**src/rtl/uart_line_fifo.sv**
```systemverilog
// -----------------------------------------------------------------------------
// uart_line_fifo
//
// Line-buffering byte FIFO in the UART echo path, between uart_rx and
// rot13 / uart_tx. Received bytes are stored, but they are only released
// downstream after a complete line is stored. A line is complete when its
// terminator byte (TERM) is in the FIFO. This keeps retransmitted lines whole.
//
// If the FIFO fills with no terminator stored, no line can ever complete.
// In that case the FIFO switches to a drain mode that releases every stored
// byte. It also raises the sticky overflow flag.
//
// Both sides use the valid/ready byte handshake of the UART modules.
//
// Ports
//   clk       system clock, all state changes on the rising edge
//   rst       synchronous active-high reset
//   s_data    byte from uart_rx
//   s_valid   s_data is valid
//   s_ready   FIFO accepts a byte this cycle (not full)
//   m_data    oldest stored byte, toward rot13/uart_tx
//   m_valid   m_data is valid and released
//   m_ready   downstream consumes m_data this cycle
//   count     bytes currently stored, 0..DEPTH
//   lines     terminator bytes currently stored
//   overflow  sticky: a forced flush has happened since reset
// -----------------------------------------------------------------------------
module uart_line_fifo #(
  parameter int          DEPTH  = 16,
  parameter int          ADDR_W = 4,
  parameter logic [7:0]  TERM   = 8'h0D
) (
  input  logic              clk,
  input  logic              rst,
  input  logic [7:0]        s_data,
  input  logic              s_valid,
  output logic              s_ready,
  output logic [7:0]        m_data,
  output logic              m_valid,
  input  logic              m_ready,
  output logic [ADDR_W:0]   count,
  output logic [ADDR_W:0]   lines,
  output logic              overflow
);

  localparam logic [ADDR_W:0]   FULL_CNT = (ADDR_W+1)'(DEPTH);
  localparam logic [ADDR_W:0]   ONE_CNT  = (ADDR_W+1)'(1);
  localparam logic [ADDR_W:0]   ZERO_CNT = '0;
  localparam logic [ADDR_W-1:0] ONE_PTR  = (ADDR_W)'(1);

  // FILL: hold bytes until a full line is stored.
  // DRAIN: release every byte after a forced flush.
  typedef enum logic {FILL = 1'b0, DRAIN = 1'b1} state_t;

  state_t state, state_nxt;

  logic [7:0]        mem [DEPTH];
  logic [ADDR_W-1:0] wr_ptr, rd_ptr;
  logic [ADDR_W:0]   count_r, lines_r;
  logic              overflow_r;

  logic              wr, rd;
  logic              term_wr, term_rd;
  logic              force_flush;

  // Handshake decode. s_ready depends only on the registered count, so a
  // full FIFO refuses a write even in a cycle where a read also happens.
  assign s_ready  = (count_r != FULL_CNT);
  assign wr       = s_valid && s_ready;
  assign rd       = m_valid && m_ready;
  assign m_data   = mem[rd_ptr];
  assign term_wr  = wr && (s_data == TERM);
  assign term_rd  = rd && (m_data == TERM);

  assign count    = count_r;
  assign lines    = lines_r;
  assign overflow = overflow_r;

  // FSM: state register
  always_ff @(posedge clk) begin
    if (rst) begin
      state <= FILL;
    end else begin
      state <= state_nxt;
    end
  end

  // FSM: next-state logic
  always_comb begin
    state_nxt = state;
    case (state)
      FILL: begin
        // Full and no terminator stored: no line can complete, so flush.
        if ((count_r == FULL_CNT) && (lines_r == ZERO_CNT)) begin
          state_nxt = DRAIN;
        end
      end
      DRAIN: begin
        // Leave at the edge where the last stored byte is consumed.
        if (rd && !wr && (count_r == ONE_CNT)) begin
          state_nxt = FILL;
        end
      end
      default: state_nxt = FILL;
    endcase
  end

  // FSM: outputs
  always_comb begin
    m_valid = 1'b0;
    case (state)
      FILL:    m_valid = (count_r != ZERO_CNT) && (lines_r != ZERO_CNT);
      DRAIN:   m_valid = (count_r != ZERO_CNT);
      default: m_valid = 1'b0;
    endcase
  end

  assign force_flush = (state == FILL) && (state_nxt == DRAIN);

  // Control registers: pointers, occupancy, line count, sticky flag
  always_ff @(posedge clk) begin
    if (rst) begin
      wr_ptr     <= '0;
      rd_ptr     <= '0;
      count_r    <= '0;
      lines_r    <= '0;
      overflow_r <= 1'b0;
    end else begin
      if (wr) begin
        wr_ptr <= wr_ptr + ONE_PTR;
      end
      if (rd) begin
        rd_ptr <= rd_ptr + ONE_PTR;
      end

      case ({wr, rd})
        2'b10:   count_r <= count_r + ONE_CNT;
        2'b01:   count_r <= count_r - ONE_CNT;
        default: count_r <= count_r;
      endcase

      // A terminator written and another read in the same cycle cancel out.
      case ({term_wr, term_rd})
        2'b10:   lines_r <= lines_r + ONE_CNT;
        2'b01:   lines_r <= lines_r - ONE_CNT;
        default: lines_r <= lines_r;
      endcase

      if (force_flush) begin
        overflow_r <= 1'b1;
      end
    end
  end

  // Byte storage: data only, deliberately not reset
  always_ff @(posedge clk) begin
    if (wr) begin
      mem[wr_ptr] <= s_data;
    end
  end

endmodule

```
**config.mk**
```make
export PLATFORM = sky130hd
export DESIGN_NAME = uart_line_fifo
export DESIGN_NICKNAME = d
export VERILOG_FILES = /design/src/rtl/uart_line_fifo.sv
export SDC_FILE = /design/constraint.sdc
export NUM_CORES = 1
export LEC_CHECK = 0
export BUFFER_PORTS_ARGS = -buffer_cell sky130_fd_sc_hd__buf_2
export CAP_MARGIN = 15
export CELL_PAD_IN_SITES_DETAIL_PLACEMENT = 1
export CELL_PAD_IN_SITES_GLOBAL_PLACEMENT = 1
export CORE_MARGIN = 8
export CORE_UTILIZATION = 35
export CTS_CLUSTER_SIZE = 14
export DETAILED_ROUTE_END_ITERATION = 7
export PLACE_DENSITY_LB_ADDON = 0.1
export SYNTH_ARGS = -nofsm -noshare
export SYNTH_HDL_FRONTEND = slang
export SYNTH_SLANG_ARGS = --single-unit
```
**constraint.sdc**
```tcl
create_clock -name clk -period 6.5 [get_ports clk]
set_input_delay 0.975 -clock clk [delete_from_list [all_inputs] [get_ports clk]]
set_output_delay 0.975 -clock clk [all_outputs]
set_load 0.005 [all_outputs]
```
==> impl_metrics.ini <==
[outcome]
status = finished, final reports clean

[synth]
synth_top_area_cell = edfxtp_1
avgSynthCellArea_um2 = 16.58
yosysSeqAreaShare_pct = 69.00
yosys.area.top_type_share_pct = 61.33
yosys-top-cells-area = edfxtp_1 (61%), dfxtp_1 (7.7%), mux4_2 (6.5%), mux4_1 (3.8%), ha_1 (2.8%)
yosysWarnings = 0
synth_fp_nets = 405
synth_edf_count = 128
syn_area_um2 = 6267
synth_seq_cells = 152
synthCells = 378
ys_types = 43
synthFlopType = edfxtp_1
async_reset_ff_share_pct = 0

[die]
core_area_um2 = 17780
start_util_pct = 35.25
row_count = 49
dieArea_um2 = 22440
dieWidth_um = 149.8
io_pins = 33
fp.dieH_um = 149.8

[sta]
period_minus_slack_ns = 4.432
worst_slew_pin_slew_ns = 1.087
finalHoldViolations = 0
skew_ns = 0.007457
rsz0062_at_grt = false
setup_violations = 0
fin_crit_sh_pct = 68.18
finalMaxSlewViolations = 0
clock.fmax_mhz = 225.6
fin_ws_ns = 2.068
slew_headroom_pct = 27.29
tns_ns = 0
holdWs_ns = 0.4562

[clock_network]
cts_tree = yes
cts_setup_buffers = 0
cts_root_buf = clkbuf_16
cts.clk_slew.worst_paths_ns = 0.06
clk_latency_ns = 0.42
cts_buffers = 17
clock_path_buffers = 2
cts_resized = 0
h-tree-depth = 4
cts_hold_buf = 0
clock_sinks = 152

[job]
drv_cap = 0

[global_routing]
grt_max_degree = 23
grt_pass1_wl_um = 21680
grt-ovfl-total = 0
antenna_found_initial = 0
grt.total_usage_pct = 13.36
first_global_vias = 3564

[power]
power_density_nw_per_um2 = 296.9
ir_drop_v = 0.0001809
leakage_uw = 0.002430

[cells_and_area]
multiInputGateArea_um2 = 1795
antenna_cells = 0
nets = 447
area_delta_synth_final_pct = 16.13
final_cells = 662
final_cell_mix = edfxtp_1 (128), nor2_1 (35), buf_2 (32)
utilization_pct = 40.94
layout_commonest_cell = edfxtp_1
regArea_um2 = 4325
fill_cells = 1813
drive_gt1_share_pct = 20.55

[placement]
portBuffers = 32
place_ws_ns = 2.017
post-dp-hpwl_um = 9717
post-place-cells = 630
gp_congestion = 0.7428

[setup_path]
slowest_delay_ns = 0.83
path_cells = buf_4, mux4_2, mux4_2, nor4_2, ha_1, inv_1, fa_1, nor2b_1, o21ai_0, and3_1, or4_1, a21oi_1
worstPathArrival_ns = 4.78
cp_max_fo = 22
cp_common_cell = mux4_2
required_ns = 6.84
cp-start-kind = register
worst-setup-path-type = register to register
endpoint_kind = register
critPathSlowestCell = dfxtp_2

[min_path]
hp-class = register to register

[route]
wl_per_cell_um = 21.28
viasPerCell = 5.109
drt_iter0_drc = 123
drt_pass1_iterations = 4
postRouteAntennaNets = 0
drc = 0
vias = 3382
routed_wl_um = 14090
## worst paths after layout
kind | slack (ns) | endpoint | cells past startpoint | start
max | 2.07 | lines[4] | 12 | register
min | 0.46 | overflow | 2 | overflow
max reg2reg | 2.07 | lines[4] | 12 | register
min reg2reg | 0.46 | overflow | 2 | overflow
## registers in the layout (all words and copies together) (netlist names), named ones only
register,cells
count,5
lines,5
mem,128
overflow,1
rd_ptr,4
state,1
wr_ptr,4
## metrics by stage
step / power [uW] / cell area (um2)
final: 2161 / 7278
after detailed placement: 1170 / 6673
after global routing: 2226 / 7278
after floorplan: 1129 / 6267
after global placement: 1168 / 6673
after CTS: 2183 / 7278
## routing by layer
metal	track usage (%)	up-vias	share of wire (%)
li1	-	1564	-
met1	18.09	1740	48
met2	20.25	61	46
met3	3.387	17	4.1
met4	5.247	0	1.6
met5	0	-	0
## synth_stat cells, types with 2 or more instances
master,count
a221oi_1,6
dfxtp_1,24
o21ai_0,5
nand2b_1,2
inv_1,12
nor2_1,35
or4_1,2
nor3_1,7
a21oi_1,11
edfxtp_1,128
xnor2_1,5
mux2i_1,16
xor2_1,7
mux4_1,9
ha_1,14
a22oi_1,7
buf_2,3
clkbuf_1,9
mux4_2,18
nor2b_1,6
nand3_1,13
nand4_1,3
buf_4,3
nand2_1,13
nand4b_1,2
## report_power, final
group          switching (uW)  total [uW]  internal [uW]  leakage (uW)
registers                6.80        1080           1070       0.00135
logic                    46.1        71.0           24.9      0.000783
clock network             365        1010            648      0.000295
## worst max-delay path, delay by kind of cell, from the launching register on
kind / cells / cell delay, ns
adder cells (fa/ha/maj): 2 / 0.69
flip-flops: 1 / 0.83
multiplexers: 2 / 0.99
AND/OR/NAND/NOR: 4 / 1.13
AO/OA/AOI/OAI: 2 / 0.26
buffers and inverters: 2 / 0.44
## cells by family (layout without fill, tap and decap cells)
| group | after synthesis | count (layout) | share of synthesized area [%] |
|---|---|---|---|
| simple gates | 91 | 91 | 7.187 |
| buf+inv | 29 | 84 | 2.356 |
| fa+ha+maj | 15 | 15 | 3.114 |
| xor+xnor | 12 | 12 | 1.677 |
| flops | 152 | 152 | 69.00 |
| compound gates | 36 | 36 | 3.873 |
| mux | 43 | 43 | 12.80 |
## area by class of cell
| class | instances | share of cell area (%) |
|---|---|---|
| Sequential cell | 152 | 59.43 |
| Multi-Input combinational cell | 197 | 24.67 |
| Clock buffer | 22 | 6.240 |
| Tap cell | 229 | 3.937 |
| Timing Repair Buffer | 40 | 3.026 |
| Clock inverter | 10 | 2.080 |
| Inverter | 12 | 0.6189 |
(Power assumes the default switching activity.)
